`src/rtl/alu_control_muldiv_if.sv`:
```
// Decode/operand bus between the main control unit and the ALU control block
// with its RV32M multiply/divide result and stall handshake.
interface alu_control_muldiv_if #(
  parameter int XLEN   = 32,
  parameter int CTRL_W = 4
);
  logic              valid_i;
  logic [2:0]        ALUOp;
  logic [2:0]        funct3;
  logic [6:0]        funct7;
  logic [6:0]        opCode;
  logic [XLEN-1:0]   rs1_i;
  logic [XLEN-1:0]   rs2_i;
  logic [CTRL_W-1:0] ALUControl;
  logic              stall_o;
  logic              md_sel_o;
  logic              md_done_o;
  logic [XLEN-1:0]   md_result_o;

  modport master (
    output valid_i, ALUOp, funct3, funct7, opCode, rs1_i, rs2_i,
    input  ALUControl, stall_o, md_sel_o, md_done_o, md_result_o
  );

  modport slave (
    input  valid_i, ALUOp, funct3, funct7, opCode, rs1_i, rs2_i,
    output ALUControl, stall_o, md_sel_o, md_done_o, md_result_o
  );
endinterface

```
`src/rtl/alu_control_muldiv.sv`:
```
// RV32I ALU control decode plus a sequenced RV32M multiply/divide engine that stalls the PC.
// Define ALU_FAST_MUL_EN to compute MUL* combinationally in the accept cycle.
module alu_control_muldiv #(
  parameter int XLEN   = 32,
  parameter int CTRL_W = 4
) (
  input  logic                 clk,
  input  logic                 rst,
  alu_control_muldiv_if.slave  bus
);

  localparam logic [1:0] S_IDLE = 2'b00;
  localparam logic [1:0] S_MUL  = 2'b01;
  localparam logic [1:0] S_DIV  = 2'b10;
  localparam logic [1:0] S_DONE = 2'b11;

`ifdef ALU_FAST_MUL_EN
  localparam logic [1:0] S_MUL_ENTRY = S_DONE;
`else
  localparam logic [1:0] S_MUL_ENTRY = S_MUL;
`endif

  localparam int CNT_W = $clog2(XLEN);

  localparam logic [CTRL_W-1:0] C_AND    = 4'b0000;
  localparam logic [CTRL_W-1:0] C_OR     = 4'b0001;
  localparam logic [CTRL_W-1:0] C_ADD    = 4'b0010;
  localparam logic [CTRL_W-1:0] C_SRL    = 4'b0011;
  localparam logic [CTRL_W-1:0] C_SLT    = 4'b0100;
  localparam logic [CTRL_W-1:0] C_MDPASS = 4'b0101;
  localparam logic [CTRL_W-1:0] C_SUB    = 4'b0110;
  localparam logic [CTRL_W-1:0] C_SLL    = 4'b0111;
  localparam logic [CTRL_W-1:0] C_XOR    = 4'b1000;
  localparam logic [CTRL_W-1:0] C_SRA    = 4'b1001;
  localparam logic [CTRL_W-1:0] C_SLTU   = 4'b1010;

  localparam logic [6:0] OPC_OP = 7'b0110011;

  function automatic logic [XLEN-1:0] cond_neg(input logic [XLEN-1:0] v, input logic neg);
    return neg ? -v : v;
  endfunction

  function automatic logic [XLEN-1:0] mul_fix(input logic [2*XLEN-1:0] prod,
                                              input logic neg, input logic lo);
    logic [2*XLEN-1:0] p;
    p = neg ? -prod : prod;
    return lo ? p[XLEN-1:0] : p[2*XLEN-1:XLEN];
  endfunction

  function automatic logic [XLEN-1:0] div_fix(input logic [2*XLEN-1:0] qr,
                                              input logic neg, input logic is_rem);
    return cond_neg(is_rem ? qr[2*XLEN-1:XLEN] : qr[XLEN-1:0], neg);
  endfunction

  logic [1:0]        state;
  logic [CNT_W-1:0]  cnt;
  logic [CTRL_W-1:0] alu_ctl;
  logic              is_rtype, is_mop, start, last_iter;

  logic signed [XLEN-1:0] rs1_s, rs2_s;
  logic              a_signed, b_signed, neg_a, neg_b, neg_res;
  logic [XLEN-1:0]   mag_a, mag_b, special_res;
  logic              div_zero, div_ovf;

  // Accept-cycle latched operands; acc holds {product} or {remainder, quotient}
  logic [2*XLEN-1:0] acc_p1;
  logic [XLEN-1:0]   opd_p1;
  logic [2:0]        op_p1;
  logic              neg_p1;
  logic [XLEN-1:0]   res_p1;

  logic [XLEN:0]     mul_sum, div_trial, div_diff;
  logic [2*XLEN-1:0] mul_next, div_next;

  assign is_rtype = (bus.opCode == OPC_OP);
  assign is_mop   = is_rtype && (bus.funct7 == 7'b0000001) && (bus.ALUOp == 3'b010);

  always_comb begin
    alu_ctl = C_ADD;
    case (bus.ALUOp)
      3'b000: alu_ctl = C_ADD;
      3'b001: alu_ctl = C_SUB;
      3'b011: alu_ctl = C_SRL;
      3'b010: begin
        if (is_mop) begin
          alu_ctl = C_MDPASS;
        end else begin
          case (bus.funct3)
            3'b000:  alu_ctl = (is_rtype && bus.funct7[5]) ? C_SUB : C_ADD;
            3'b001:  alu_ctl = C_SLL;
            3'b010:  alu_ctl = C_SLT;
            3'b011:  alu_ctl = C_SLTU;
            3'b100:  alu_ctl = C_XOR;
            3'b101:  alu_ctl = bus.funct7[5] ? C_SRA : C_SRL;
            3'b110:  alu_ctl = C_OR;
            default: alu_ctl = C_AND;
          endcase
        end
      end
      default: alu_ctl = C_ADD;
    endcase
  end

  assign bus.ALUControl = alu_ctl;

  // MUL (000) is sign-agnostic in its low half, so it runs fully unsigned.
  assign a_signed = bus.funct3[2] ? ~bus.funct3[0] : (bus.funct3[1] ^ bus.funct3[0]);
  assign b_signed = bus.funct3[2] ? ~bus.funct3[0] : (bus.funct3[1:0] == 2'b01);

  assign rs1_s   = bus.rs1_i;
  assign rs2_s   = bus.rs2_i;
  assign neg_a   = a_signed && (rs1_s < 0);
  assign neg_b   = b_signed && (rs2_s < 0);
  assign mag_a   = cond_neg(bus.rs1_i, neg_a);
  assign mag_b   = cond_neg(bus.rs2_i, neg_b);
  assign neg_res = (bus.funct3[2] && bus.funct3[1]) ? neg_a : (neg_a ^ neg_b);

  assign div_zero = (bus.rs2_i == '0);
  assign div_ovf  = ~bus.funct3[0] && (bus.rs1_i == {1'b1, {(XLEN-1){1'b0}}}) && (&bus.rs2_i);
  assign special_res = bus.funct3[1] ? (div_zero ? bus.rs1_i : '0)
                                     : (div_zero ? '1 : bus.rs1_i);

  assign start     = rst && (state == S_IDLE) && bus.valid_i && is_mop;
  assign last_iter = (cnt == CNT_W'(XLEN-1));

  // Iteration stage: one shift-add or one restoring-subtract step per cycle
  assign mul_sum  = {1'b0, acc_p1[2*XLEN-1:XLEN]} + {1'b0, (acc_p1[0] ? opd_p1 : '0)};
  assign mul_next = {mul_sum, acc_p1[XLEN-1:1]};

  assign div_trial = {acc_p1[2*XLEN-1:XLEN], acc_p1[XLEN-1]};
  assign div_diff  = div_trial - {1'b0, opd_p1};
  assign div_next  = div_diff[XLEN] ? {div_trial[XLEN-1:0], acc_p1[XLEN-2:0], 1'b0}
                                    : {div_diff[XLEN-1:0],  acc_p1[XLEN-2:0], 1'b1};

`ifdef ALU_FAST_MUL_EN
  logic [2*XLEN-1:0] fast_prod;
  assign fast_prod = {{XLEN{1'b0}}, mag_a} * {{XLEN{1'b0}}, mag_b};
`endif

  always_ff @(posedge clk or negedge rst) begin
    if (!rst) begin
      state <= S_IDLE;
      cnt   <= '0;
    end else begin
      case (state)
        S_IDLE: begin
          cnt <= '0;
          if (start) begin
            if (bus.funct3[2]) state <= (div_zero || div_ovf) ? S_DONE : S_DIV;
            else               state <= S_MUL_ENTRY;
          end
        end
        S_MUL, S_DIV: begin
          if (last_iter) begin
            state <= S_DONE;
            cnt   <= '0;
          end else begin
            cnt <= cnt + 1'b1;
          end
        end
        default: state <= S_IDLE;
      endcase
    end
  end

  always_ff @(posedge clk) begin
    if (start) begin
      op_p1  <= bus.funct3;
      neg_p1 <= neg_res;
      opd_p1 <= bus.funct3[2] ? mag_b : mag_a;
      acc_p1 <= {{XLEN{1'b0}}, (bus.funct3[2] ? mag_a : mag_b)};
      if (bus.funct3[2]) res_p1 <= special_res;
`ifdef ALU_FAST_MUL_EN
      else               res_p1 <= mul_fix(fast_prod, neg_res, bus.funct3[1:0] == 2'b00);
`endif
    end else if (state == S_MUL) begin
      acc_p1 <= mul_next;
      if (last_iter) res_p1 <= mul_fix(mul_next, neg_p1, op_p1[1:0] == 2'b00);
    end else if (state == S_DIV) begin
      acc_p1 <= div_next;
      if (last_iter) res_p1 <= div_fix(div_next, neg_p1, op_p1[1]);
    end
  end

  // Result stage: everything is gated by DONE so an aborted op never leaks out
  assign bus.stall_o     = start || (state == S_MUL) || (state == S_DIV);
  assign bus.md_done_o   = (state == S_DONE);
  assign bus.md_sel_o    = (state == S_DONE);
  assign bus.md_result_o = (state == S_DONE) ? res_p1 : '0;

endmodule

```
`src/flat_wrapper.sv`:
```
// flat-port wrapper written by rule: the top's interface ports become plain ports
module alu_control_muldiv_flat 
#(
  parameter int XLEN   = 32,
  parameter int CTRL_W = 4
)
  (clk, rst, bus_valid_i, bus_ALUOp, bus_funct3, bus_funct7, bus_opCode, bus_rs1_i, bus_rs2_i, bus_ALUControl, bus_stall_o, bus_md_sel_o, bus_md_done_o, bus_md_result_o);
  alu_control_muldiv_if #(.XLEN(XLEN), .CTRL_W(CTRL_W)) bus_i ();
  input  logic clk;
  input  logic rst;
  input wire logic [$bits(bus_i.valid_i)-1:0] bus_valid_i;
  input wire logic [$bits(bus_i.ALUOp)-1:0] bus_ALUOp;
  input wire logic [$bits(bus_i.funct3)-1:0] bus_funct3;
  input wire logic [$bits(bus_i.funct7)-1:0] bus_funct7;
  input wire logic [$bits(bus_i.opCode)-1:0] bus_opCode;
  input wire logic [$bits(bus_i.rs1_i)-1:0] bus_rs1_i;
  input wire logic [$bits(bus_i.rs2_i)-1:0] bus_rs2_i;
  output wire logic [$bits(bus_i.ALUControl)-1:0] bus_ALUControl;
  output wire logic [$bits(bus_i.stall_o)-1:0] bus_stall_o;
  output wire logic [$bits(bus_i.md_sel_o)-1:0] bus_md_sel_o;
  output wire logic [$bits(bus_i.md_done_o)-1:0] bus_md_done_o;
  output wire logic [$bits(bus_i.md_result_o)-1:0] bus_md_result_o;
  assign bus_i.valid_i = bus_valid_i;
  assign bus_i.ALUOp = bus_ALUOp;
  assign bus_i.funct3 = bus_funct3;
  assign bus_i.funct7 = bus_funct7;
  assign bus_i.opCode = bus_opCode;
  assign bus_i.rs1_i = bus_rs1_i;
  assign bus_i.rs2_i = bus_rs2_i;
  assign bus_ALUControl = bus_i.ALUControl;
  assign bus_stall_o = bus_i.stall_o;
  assign bus_md_sel_o = bus_i.md_sel_o;
  assign bus_md_done_o = bus_i.md_done_o;
  assign bus_md_result_o = bus_i.md_result_o;
  alu_control_muldiv #(.XLEN(XLEN), .CTRL_W(CTRL_W)) u_core (.clk(clk), .rst(rst), .bus(bus_i));
endmodule
```
`config.mk`:
```
export PLATFORM = sky130hd
export DESIGN_NAME = alu_control_muldiv_flat
export DESIGN_NICKNAME = d
export VERILOG_FILES = /design/src/rtl/alu_control_muldiv_if.sv /design/src/rtl/alu_control_muldiv.sv /design/src/flat_wrapper.sv
export SDC_FILE = /design/constraint.sdc
export NUM_CORES = 1
export LEC_CHECK = 0
export ABC_AREA = 1
export ABC_CLOCK_PERIOD_IN_PS = 8600
export BUFFER_PORTS_ARGS = -buffer_cell sky130_fd_sc_hd__buf_4
export CAP_MARGIN = 20
export CORE_MARGIN = 2
export CORE_UTILIZATION = 30
export DETAILED_ROUTE_END_ITERATION = 12
export GPL_TIMING_DRIVEN = 0
export MAX_ROUTING_LAYER = met4
export SLEW_MARGIN = 30
export SYNTH_ARGS = -nofsm -noshare
export SYNTH_HDL_FRONTEND = slang
export SYNTH_SLANG_ARGS = --single-unit
```
`constraint.sdc`:
```
create_clock -name clk -period 8.6 [get_ports clk]
set_input_delay 0.86 -clock clk [delete_from_list [all_inputs] [get_ports clk]]
set_output_delay 0.86 -clock clk [all_outputs]
set_load 0.01 [all_outputs]
```
# == Word-level counts from Yosys, hierarchy flattened ==
# Cells that the tools add are included.
# word_totals
reg_bits,138
latchBits,0
ramBits,0
rom_bits,0
elab_cells,104
memories,0
# op_classes
add_sub_neg,7
mul,0
div_mod_pow,0
n_lt_le_gt_ge,2
n_eq_ne,20
n_shift,0
muxes,38
bitwise_logic,3
reduce_logical,26
# op_table
cell,n
$mux 32,19
$mux 64,4
$neg 32->32,3
$lt 32x1->1 const B,2
$neg 64->64,1
$add 32x32->33,1
$sub 33x32->33,1
$eq 32x32->1 const B,1
$logic_not 32->1,1
$reduce_and 32->1,1
$pmux 4 s7,1
$eq 3x2->1 const B,4
$pmux 4 s3,1
$logic_and 1x1->1,11
$pmux 5 s2,1
$eq 3x3->1 const B,3
$mux 4,2
$eq 7x1->1 const B,1
$eq 7x6->1 const B,1
$eq 3x1->1 const B,2
$mux 2,3
$reduce_bool 2->1,3
$add 5x1->5 const B,1
$eq 5x5->1 const B,1
other kinds (17),27

# == Logic depth before layout (Yosys ltp) ==
# Gate-level depths: netlist of run 1.
# depth
depth_word,9
ltp_mapped,28
ltp_nobuf,27

# == Worst setup path after synthesis of run 1 ==
# OpenSTA, ideal clock, no wires.
# synth_path
kind,input -> register
start,input port bus_opCode[5]
end,register u_core.res_p1[0] (enable)
arrival_ps,4150
t_required_ps,8134
path_slack_ps,3985
stages,11
n_path_buf,1
cell_sequence,nand2_1 > nor2_1 > and2_1 > inv_1 > nor3_1 > inv_1 > nor2_1 > inv_2 > nand2_1 > clkbuf_1 > o21ai_0
# synth_between
elab_chain_len,6
word_cells_on_any_way,8
cone_classes,eq/ne: 2; reduce/logical: 6
# synth_lines
item,line_no,text
"start, declared",flat_wrapper.sv:15,input wire logic [$bits(bus_i.opCode)-1:0] bus_opCode;
$eq 7x6->1 *,alu_control_muldiv.sv:75,assign is_rtype = (bus.opCode == OPC_OP);
$logic_and 1x1->1 * (2 in series),alu_control_muldiv.sv:76,assign is_mop = is_rtype && (bus.funct7 == 7'b0000001) && (bus.ALUOp == 3'b010);
$logic_and 1x1->1 *,alu_control_muldiv.sv:123,assign start = rst && (state == S_IDLE) && bus.valid_i && is_mop;
$ne 2x2->1 (no source line) (tied with other cells),-,
$reduce_and 3->1 (no source line) *,-,
"end signal, assigned",alu_control_muldiv.sv:172,if (bus.funct3[2]) res_p1 <= special_res;
"end signal, assigned",alu_control_muldiv.sv:178,"if (last_iter) res_p1 <= mul_fix(mul_next, neg_p1, op_p1[1:0] == 2'b00);"
"end signal, assigned",alu_control_muldiv.sv:181,"if (last_iter) res_p1 <= div_fix(div_next, neg_p1, op_p1[1]);"
"end, declared",alu_control_muldiv.sv:70,logic [XLEN-1:0] res_p1;
# Mark *: on every way between the ends. The rest lies on a longest branch, timed or not.
# A chain may end at the register's enable or synchronous reset.

# == Final worst setup path of run 1 ==
# layout_path
start,register u_core.acc_p1[0]
end,register u_core.res_p1[17] (data pin)
# layout_between
elab_chain_len,8
word_cells_on_any_way,14
cone_classes,add/sub: 3; mux: 11
# layout_lines
item,line_no,text
"start, declared",alu_control_muldiv.sv:66,logic [2*XLEN-1:0] acc_p1;
"start signal, assigned",alu_control_muldiv.sv:171,"acc_p1 <= {{XLEN{1'b0}}, (bus.funct3[2] ? mag_a : mag_b)};"
"start signal, assigned",alu_control_muldiv.sv:177,acc_p1 <= mul_next;
"start signal, assigned",alu_control_muldiv.sv:180,acc_p1 <= div_next;
$mux 32 / $mux 64 (equally long branches),"alu_control_muldiv.sv:127, alu_control_muldiv.sv:132",
$add 32x32->33 / $mux 32 (equally long branches),"alu_control_muldiv.sv:127, alu_control_muldiv.sv:52",
$neg 64->64 / $neg 32->32 (equally long branches),"alu_control_muldiv.sv:46, alu_control_muldiv.sv:40",
$mux 64 / $mux 32 (equally long branches),"alu_control_muldiv.sv:46, alu_control_muldiv.sv:40",
"$mux 32, on equally long branches","alu_control_muldiv.sv:47, alu_control_muldiv.sv:181",
"$mux 32, on equally long branches","alu_control_muldiv.sv:178, alu_control_muldiv.sv:179",
$mux 32 *,alu_control_muldiv.sv:176,end else if (state == S_MUL) begin
$mux 32 *,alu_control_muldiv.sv:167,if (start) begin
# Mark *: on every way between the ends. The rest lies on a longest branch, timed or not. The select of a mux whose other input is x is not followed.

==> flow_summary.json, run 1 <==
{
  "period_minus_slack_ns": 4.93,
  "synth_top_area_frac": 0.187,
  "tightest_slew_ns": 1.04,
  "crit_type": "flop to flop",
  "via_per_inst": 5.35,
  "max-vdd-ir-drop_mv": 0.143,
  "avgSynthCellArea_um2": 5.96,
  "grt_max_degree": 45,
  "grt_overflow": 0,
  "critPathMaxFanout": 10,
  "synth.area.top_cells": "nand2_1 (19%), edfxtp_1 (17%), inv_1 (9.3%)",
  "wl_met1_mm": 37.3,
  "grt_pass1_vias": 19186,
  "synth_largest_area_cell": "nand2_1",
  "ctsHoldBuffers": 0,
  "ys_ff_latch": 138,
  "fin_skew_ns": 0.0132,
  "finalHoldViolations": 0,
  "die_w_um": 248,
  "drt_wl_total_mm": 88.4,
  "setup_viol": 0,
  "synth-edff-count": 99,
  "nets": 3321,
  "fin_ws_ns": 3.67,
  "netlist_instances": 3007,
  "topRoutingLayerUsed": "met4",
  "cts_made_buffers": 17,
  "syn_nets": 3176,
  "numPortBuffers": 125,
  "wl_met2_mm": 38.5,
  "antenna_found_initial": 0,
  "post_drt_wl_per_cell_um": 22.4,
  "ctsLongestPathBuffers": 2,
  "start_util": 0.303,
  "dp_hpwl_mm": 74.3,
  "postCtsSetupBuffers": 0,
  "cp-start-kind": "flop",
  "cts_tree": "yes",
  "hold_class": "input port to async pin",
  "fin_tns_setup_ns": 0,
  "clock_sinks": 138,
  "yosysWarnings": 0,
  "async_reset_ff_frac": 0.0507,
  "die_area_um2": 61700,
  "maxCapViolCount": 0,
  "drt-pass1-iter-count": 6,
  "drtIter0Drc": 2776,
  "fp.dieH_um": 248,
  "clock-root-buffer": "clkbuf_16",
  "cp.arrival_ns": 5.11,
  "power_density_nw_per_um2": 370,
  "ys.flop_type": "edfxtp_1",
  "ys_types": 64,
  "clock_latency_ns": 0.48,
  "cts_resized": 0,
  "track_usage": 0.292,
  "drc": 0,
  "relSlewSlack": 0.309,
  "fin_crit_sh": 0.573,
  "gp_congestion": 1.05,
  "core.rowCount": 89,
  "slew_violations": 0,
  "grt_setup_unrepaired": "false",
  "cp-end-kind": "flop",
  "area_growth_pct": 14.2,
  "status": "completed",
  "cts_max_level": 4,
  "pin_count": 126,
  "vias": 21083,
  "wl_met3_mm": 7.74,
  "fmax_mhz": 203,
  "coreArea_um2": 59000,
  "grt_pass1_wl_mm": 127,
  "seq_area_frac_synth": 0.212,
  "drive_above_1_share": 0.0834,
  "cellLeakagePower_uw": 0.0101,
  "worstPathRequired_ns": 8.78,
  "place_ws_ns": 3.91,
  "synth_area_um2": 17900,
  "path_clk_slew_ns": 0.07,
  "antenna_left": 0
}
[metal layers]
metal | GRT usage | vias up
met3 | 0.0503 | 209
met1 | 0.377 | 9719
met2 | 0.439 | 1041
li1 | - | 10114
met4 | 0.145 | 0
met5 | - | -
[where the power goes]
group / total, µW / switching [µW] / internal [µW]
Sequential: 1310 / 295 / 1020
Clock: 756 / 348 / 408
Combinational: 5500 / 3880 / 1620
[kinds of logic after synthesis]
group,share of synthesized area
multiplexers,0.00447
AND/OR/NAND/NOR,0.370
AO/OA/AOI/OAI,0.172
flip-flops,0.212
adder cells (fa/ha/maj),0.0587
XOR/XNOR,0.0621
buffers and inverters,0.121
[path summary, 6_finish.rpt]
| check | start | end | slack (ns) | cells after the start |
|---|---|---|---|---|
| max | u_core.acc_p1[0]$_DFFE_PP_ | u_core.res_p1[17]$_DFFE_PP_ | 3.67 | 19 |
| min | rst | u_core.cnt[2]$_DFFE_PN0P_ | 0.19 | 1 |
| max reg2reg | u_core.acc_p1[0]$_DFFE_PP_ | u_core.res_p1[17]$_DFFE_PP_ | 3.67 | 19 |
| min reg2reg | u_core.cnt[4]$_DFFE_PN0P_ | u_core.cnt[4]$_DFFE_PN0P_ | 0.49 | 2 |
| max in group asynchronous | rst | u_core.cnt[1]$_DFFE_PN0P_ | 8.28 | 1 |
| min in group clk | u_core.cnt[4]$_DFFE_PN0P_ | u_core.cnt[4]$_DFFE_PN0P_ | 0.49 | 2 |
[critical path, stage by stage (launching register included)]
cell      delay [ns]
edfxtp_1        0.32
clkbuf_1        0.24
clkbuf_1        0.53
nand2_1         0.10
inv_1           0.08
ha_1            0.31
a21oi_1         0.30
o21ai_0         0.28
a21oi_1         0.18
nand2_1         0.16
xnor2_1         0.48
inv_1           0.14
nor2_1          0.23
nand3_1         0.10
nand2_1         0.09
nand2_2         0.11
a21oi_1         0.13
o21ai_0         0.29
a31oi_1         0.38
o21ai_0         0.19
[registers in the layout (all words and copies together) (netlist names)]
register and count:
u_core.op_p1 2, u_core.opd_p1 32, u_core.res_p1 32, u_core.state 2
u_core.cnt 5, u_core.acc_p1 64, u_core.neg_p1 1
[stage by stage]
step	cells	total power, µW	utilization	hold WS (ns)	area, µm²
floorplan	3007	4740	-	0.456	17900
global placement	3905	6660	0.336	0.474	19800
detailed placement	3906	6640	0.337	0.482	19900
CTS	3938	7410	0.347	0.183	20500
global route	3938	8080	0.347	0.194	20500
finish	3939	7570	0.347	0.192	20500
[cell type report]
type | instances | area (µm²)
clock inverters | 15 | 158
fillers | 6717 | 38600
multi-input cells | 2306 | 12000
repair buffers | 126 | 966
clock buffers | 17 | 425
inverters | 457 | 1720
plain buffers | 106 | 459
flip-flops and latches | 138 | 3790
diodes | 1 | 2.50
well taps | 773 | 967
[layout by cell type (no fill, tap or decap), drive strengths merged, types with 4 or more instances in the layout]
| master | n |
|---|---|
| edfxtp | 99 |
| xor2 | 101 |
| a21oi | 191 |
| o221ai | 12 |
| dfrtp | 7 |
| inv | 462 |
| o21bai | 13 |
| nor3 | 58 |
| o211ai | 52 |
| mux2i | 8 |
| buf | 151 |
| o22ai | 9 |
| nor2 | 260 |
| xnor2 | 26 |
| clkinv | 8 |
| o21a | 6 |
| a22oi | 7 |
| or2 | 5 |
| o21ai | 211 |
| and2 | 4 |
| nor4 | 10 |
| nand3 | 241 |
| a32o | 5 |
| a31oi | 5 |
| nand3b | 11 |
| o31ai | 10 |
| ha | 80 |
| clkbuf | 98 |
| nand4 | 39 |
| nand2 | 926 |
| dfxtp | 32 |
[cells in the mapped netlist (11+ instances only)]
cell      number
ha_1          80
nor3_1        53
clkbuf_1      80
edfxtp_1      99
o211ai_1      52
dfxtp_1       32
xor2_1       101
nand2_1      890
o21bai_1      11
nand3_1      235
nor2_1       250
xnor2_1       26
nand4_1       39
a21oi_1      183
inv_1        444
nand2_2       32
o21ai_0      200
nand3b_1      11
o221ai_1      12
No activity file was read; power rests on OpenSTA's default activity.
==> run 2, diff against run 1 <==
Settings changed: ABC_CLOCK_PERIOD_IN_PS 8600 to 4000.
Clock period 8.6 ns to 4 ns, I/O delays scaled along.
==> run 2 against run 1 <==
  * The run now ends with negative setup slack left
  * Sequential share of layout area fell by 1.3 points
  * Via count rose by 2.4%
  * Setup slack got worse by 3.7 ns
  * Hold slack got worse by 0.015 ns
  * Combinational power rose by 140%
  * Fmax rose by 22%
  * Total power rose by 140%
  * Wire length rose by 0.32%
  * Largest cell class unchanged
==> flow_summary.json, run 2 (synthesis results as in run 1) <==
{
  "status": "finished with violations",
  "failed_checks": "negative setup slack",
  "worstPathRequired_ns": 4.20,
  "regArea_um2": 3790,
  "largest_register_ff_count": 64,
  "slew_violations": 0,
  "fin_tns_setup_ns": -0.0299,
  "crit_type": "flop to flop",
  "nFillCells": 6551,
  "cts_made_buffers": 17,
  "max_flop_register": "u_core.acc_p1",
  "cp-end-kind": "flop",
  "grt_pass1_vias": 19345,
  "critPathMostFrequentCell": "nand2_4",
  "cts_tree": "yes",
  "crit_buf_inv": 4,
  "period_minus_slack_ns": 4.03,
  "ctsLongestPathBuffers": 2,
  "drive_above_1_share": 0.156,
  "path_clk_slew_ns": 0.07,
  "antenna_left": 0,
  "die_w_um": 248,
  "finish.utilization": 0.372,
  "nets": 3376,
  "dp_hpwl_mm": 72.8,
  "cellLeakagePower_uw": 0.0106,
  "max-vdd-ir-drop_mv": 0.517,
  "cp-start-kind": "flop",
  "multi_input_area_um2": 12900,
  "diodes": 0,
  "start_util": 0.303,
  "core.rowCount": 89,
  "reg_top3": "u_core.acc_p1 x64, u_core.opd_p1 x32, u_core.res_p1 x32",
  "crit_chain": "inv_2 -> ha_4 -> inv_2 -> fa_2 -> nand2_2 -> nand2_2 -> nand3_2 -> nand2_4 -> nand2_4 -> nand2_4 -> nand2_4 -> nand2_4 -> nand2_8 -> nand2_8 -> buf_12 -> buf_6 -> o21ai_0 -> a21oi_1 -> a21oi_1 -> o21ai_1 -> nand3_1 -> nand3_1 -> nand2_2 -> nand2_1",
  "grt_overflow": 0,
  "drc": 0,
  "maxCapViolCount": 0,
  "cp.arrival_ns": 4.23,
  "cpLargestDelayFamily": "simple AND/OR/NAND/NOR gates",
  "clock_latency_ns": 0.47,
  "drt-pass1-iter-count": 6,
  "fin_crit_sh": 1.01,
  "die_area_um2": 61700,
  "layout_commonest_cell": "nand2_1",
  "area_growth_pct": 22.6,
  "post_drt_wl_per_cell_um": 22.2,
  "tightest_slew_ns": 0.997,
  "drtIter0Drc": 2909,
  "coreArea_um2": 59000,
  "fin_area_um2": 21900,
  "hold_class": "input port to flop",
  "final_cell_mix": "nand2_1 (829), inv_1 (439), nor2_1 (220)",
  "crit_path_max_incr_delay_ns": 0.50,
  "drt_wl_total_mm": 88.7,
  "antenna_found_initial": 0,
  "finalHoldViolations": 0,
  "critPathMaxFanout": 10,
  "fp.dieH_um": 248,
  "relSlewSlack": 0.335,
  "fin_skew_ns": 0.0163,
  "power_density_nw_per_um2": 814,
  "grt_setup_unrepaired": "true",
  "fin_ws_ns": -0.0299,
  "track_usage": 0.287,
  "clock-root-buffer": "clkbuf_16",
  "via_per_inst": 5.41,
  "fmax_mhz": 248,
  "pin_count": 126,
  "clock_sinks": 138,
  "setup_viol": 1,
  "crit_slowest_cell": "a21oi_1",
  "grt_max_degree": 45,
  "cts_max_level": 4,
  "grt_pass1_wl_mm": 125,
  "numPortBuffers": 125,
  "place_ws_ns": -0.712,
  "placed_cell_area_um2": 19900,
  "gp_congestion": 1.07,
  "vias": 21592
}
-- run 2: layer usage --
metal,GRT usage,vias up,share of wire
met5,-,-,0
li1,-,10233,-
met2,0.433,1144,0.44
met4,0.139,0,0.055
met1,0.369,9990,0.41
met3,0.0541,225,0.092
-- run 2: worst paths after layout --
path | startpoint | endpoint | slack, ns | cells past startpoint
setup / recovery | u_core.acc_p1[31]$_DFFE_PP_ | u_core.res_p1[31]$_DFFE_PP_ | -0.03 | 24
hold / removal | bus_funct3[0] | u_core.op_p1[0]$_DFFE_PP_ | 0.18 | 1
setup reg to reg | u_core.acc_p1[31]$_DFFE_PP_ | u_core.res_p1[31]$_DFFE_PP_ | -0.03 | 24
hold reg to reg | u_core.cnt[4]$_DFFE_PN0P_ | u_core.cnt[4]$_DFFE_PN0P_ | 0.50 | 2
max in group asynchronous | rst | u_core.cnt[4]$_DFFE_PN0P_ | 3.55 | 2
min in group asynchronous | rst | u_core.cnt[3]$_DFFE_PN0P_ | 0.31 | 2
-- run 2: worst reg2reg max path, cell delays in order (launching register included) --
cell and delay [ns]:
edfxtp_1 0.48, inv_2 0.12, ha_4 0.13, inv_2 0.05, fa_2 0.39, nand2_2 0.08
nand2_2 0.07, nand3_2 0.08, nand2_4 0.07, nand2_4 0.07, nand2_4 0.07, nand2_4 0.12
nand2_4 0.09, nand2_8 0.10, nand2_8 0.09, buf_12 0.16, buf_6 0.16, o21ai_0 0.09
a21oi_1 0.09, a21oi_1 0.50, o21ai_1 0.29, nand3_1 0.16, nand3_1 0.09, nand2_2 0.11
nand2_1 0.08
-- run 2: where the power goes --
part	internal (µW)	switching [µW]	total [µW]
Sequential	2190	656	2840
Combinational	4410	8950	13400
Clock	891	785	1680
Total	7490	10400	17900
-- run 2: metrics by stage --
step / hold WS [ns] / std cells / power [µW]
2_1_floorplan: 0.104 / 3007 / 10200
3_3_place_gp: 0.226 / 3905 / 14200
3_5_place_dp: 0.228 / 3906 / 14100
4_1_cts: 0.171 / 3968 / 16400
5_1_grt: 0.186 / 3993 / 18900
6_report: 0.177 / 3993 / 17900
-- run 2: what timing repair did --
action | 4_1_cts | 5_1_grt
hold buffers | 1 | 0
endpoints found under the hold margin | 7 | 0
pin swaps | 12 | 52
gates resized for setup | 64 | 197
setup buffers | 30 | 23
gates cloned | 0 | 2
endpoints found under the setup margin | 28 | 26
-- run 2: final cells by class --
cell class | count | area share
clock inverter | 15 | 0.00809
sequential | 138 | 0.173
inverter | 457 | 0.0782
clock buffer | 17 | 0.0194
buffer | 105 | 0.0228
timing repair buffer | 182 | 0.0656
multi-input combinational | 2306 | 0.589
tap | 773 | 0.0441
==> run 3, diff against run 2 <==
Settings changed: ABC_CLOCK_PERIOD_IN_PS 4000 to 3850, CAP_MARGIN 20 to unset.
Clock period 4 ns to 3.85 ns, I/O delays scaled along.
==> run 3 against run 2 <==
  * The flow still finishes with violations (negative setup slack)
  * Total power up 10%
  * Fmax up 4.5%
  * Critical path depth unchanged
  * Sequential power up 6%
  * Largest power group unchanged
==> flow_summary.json, run 3 (synthesis results as in run 1) <==
{
  "r2r-end": "u_core.res_p1[31]$_DFFE_PP_",
  "period_minus_slack_ns": 3.86,
  "slew_violations": 0,
  "drt_wl_total_mm": 89.7,
  "hold_class": "input port to flop",
  "clock_latency_ns": 0.47,
  "die_w_um": 248,
  "failed_checks": "negative setup slack",
  "max_flop_register": "u_core.acc_p1",
  "setup_viol": 2,
  "cellLeakagePower_uw": 0.0109,
  "cts_max_level": 4,
  "cts_tree": "yes",
  "multi_input_area_um2": 13500,
  "clock_sinks": 138,
  "antenna_left": 0,
  "grt_setup_unrepaired": "true",
  "grt_pass1_vias": 19552,
  "drive_above_1_share": 0.192,
  "relSlewSlack": 0.305,
  "grt_pass1_wl_mm": 126,
  "path_clk_slew_ns": 0.07,
  "pin_count": 126,
  "grt_overflow": 0,
  "comb_power_share": 0.759,
  "met2_usage": 0.435,
  "fin_ws_ns": -0.00516,
  "diodes": 0,
  "rr_worst_depth": 24,
  "ctsLongestPathBuffers": 2,
  "tightest_slew_ns": 1.04,
  "status": "finished with violations",
  "post_drt_wl_per_cell_um": 22.3,
  "fp.dieH_um": 248,
  "coreArea_um2": 59000,
  "cp-end-kind": "flop",
  "crit_type": "flop to flop",
  "antenna_found_initial": 0,
  "drtIter0Drc": 2799,
  "top_usage_layer": "met2",
  "finish.utilization": 0.388,
  "reg_top3": "u_core.acc_p1 x64, u_core.opd_p1 x32, u_core.res_p1 x32",
  "pwr-share-clk": 0.088,
  "grtUsageMet1": 0.370,
  "grt_max_degree": 45,
  "start_util": 0.303,
  "regArea_um2": 3790,
  "cts_made_buffers": 17,
  "clock-root-buffer": "clkbuf_16",
  "p_seq_frac": 0.152,
  "area_growth_pct": 27.7,
  "track_usage": 0.290,
  "rrSetupSlack_ns": -0.005,
  "power_density_nw_per_um2": 860,
  "via_per_inst": 5.42,
  "dp_hpwl_mm": 72.8,
  "cp.arrival_ns": 4.06,
  "worstPathRequired_ns": 4.06,
  "crit_start": "u_core.acc_p1[31]$_DFFE_PP_",
  "fin_skew_ns": 0.0175,
  "largest_register_ff_count": 64,
  "fin_crit_sh": 1.00,
  "fin_hold_ws_ns": 0.162,
  "fin_tns_setup_ns": -0.0101,
  "critPathMaxFanout": 10,
  "nFillCells": 6451,
  "drc": 0,
  "nets": 3410,
  "crit_end": "u_core.res_p1[31]$_DFFE_PP_",
  "fmax_mhz": 259,
  "internal_power_uw": 8420,
  "p_sw_uw": 11200,
  "maxCapViolCount": 0,
  "core.rowCount": 89,
  "met3_usage": 0.0562,
  "layout_commonest_cell": "nand2_1",
  "vias": 21835,
  "drt-pass1-iter-count": 9,
  "max-vdd-ir-drop_mv": 0.495,
  "cp-start-kind": "flop",
  "power.total_uw": 19700,
  "die_area_um2": 61700,
  "timing.rr.start": "u_core.acc_p1[31]$_DFFE_PP_",
  "finalHoldViolations": 0,
  "final_cell_mix": "nand2_1 (800), inv_1 (434), buf_4 (210)",
  "gp_congestion": 1.07,
  "switching_share": 0.572,
  "numPortBuffers": 125
}
## run 3: critical path, cell delays in order (launching register included)
cell and delay (ns):
edfxtp_1 0.48, inv_2 0.13, ha_4 0.16, inv_4 0.04, fa_2 0.35, nand2_2 0.09
nand2_2 0.07, nand3_2 0.08, nand2_4 0.07, nand2_4 0.07, nand2_4 0.06, nand2_8 0.10
nand3_4 0.12, nand2_8 0.15, buf_8 0.14, buf_8 0.18, o21ai_0 0.10, a21oi_1 0.25
a21oi_2 0.13, o21ai_1 0.38, inv_1 0.08, nand2_1 0.08, nand3_1 0.08, nand2_2 0.11
nand2_1 0.07
## run 3: worst min-delay path by stage
| stage | start | endpoint | depth (start not counted) |
|---|---|---|---|
| after global placement | rst | u_core.cnt[3]$_DFFE_PN0P_ | 1 |
| after global routing | bus_funct3[0] | u_core.op_p1[0]$_DFFE_PP_ | 1 |
| after floorplan | rst | u_core.cnt[0]$_DFFE_PN0P_ | 0 |
| final | bus_funct3[0] | u_core.op_p1[0]$_DFFE_PP_ | 1 |
| after CTS | bus_funct3[0] | u_core.op_p1[0]$_DFFE_PP_ | 1 |
| after detailed placement | rst | u_core.cnt[2]$_DFFE_PN0P_ | 1 |
## run 3: timing repair
action                                  4_1_cts  5_1_grt
hold buffers                                  1        0
pin swaps                                    44       72
setup buffers                                49       38
endpoints found under the setup margin       29       51
cloned                                        1        2
gates resized for setup                     147      246
hold endpoints to repair                      7        0
## run 3: layout make-up
type | count | area share
buffer | 104 | 0.0220
tap | 773 | 0.0423
clock inverter | 15 | 0.00777
multi-input combinational | 2306 | 0.592
inverter | 457 | 0.0751
sequential | 138 | 0.166
clock buffer | 17 | 0.0186
timing repair buffer | 217 | 0.0768
## run 3: power groups by stage
stage | sequential (µW) | combinational [µW] | clock (µW)
after floorplan | 2610 | 7990 | 0
after global placement | 2930 | 11800 | 0
after detailed placement | 2910 | 11800 | 0
after CTS | 2910 | 13100 | 1730
after global routing | 3000 | 16000 | 1790
final | 3000 | 14900 | 1740
## run 3: per-stage QoR
stage	instance area [µm²]	std cells	worst slack, ns
global placement	19800	3905	-1.40
detailed placement	19900	3906	-0.862
floorplan	17900	3007	0.406
global route	22900	4027	-0.0919
finish	22900	4027	-0.00516
CTS	21500	3988	0.0000284
## run 3: per-layer routing
layer	part of all wire	vias up	wire [µm]
met2	0.44	1136	39100
met4	0.060	0	5370
met3	0.095	246	8560
met1	0.41	10147	36600
li1	-	10306	-
met5	0	-	0
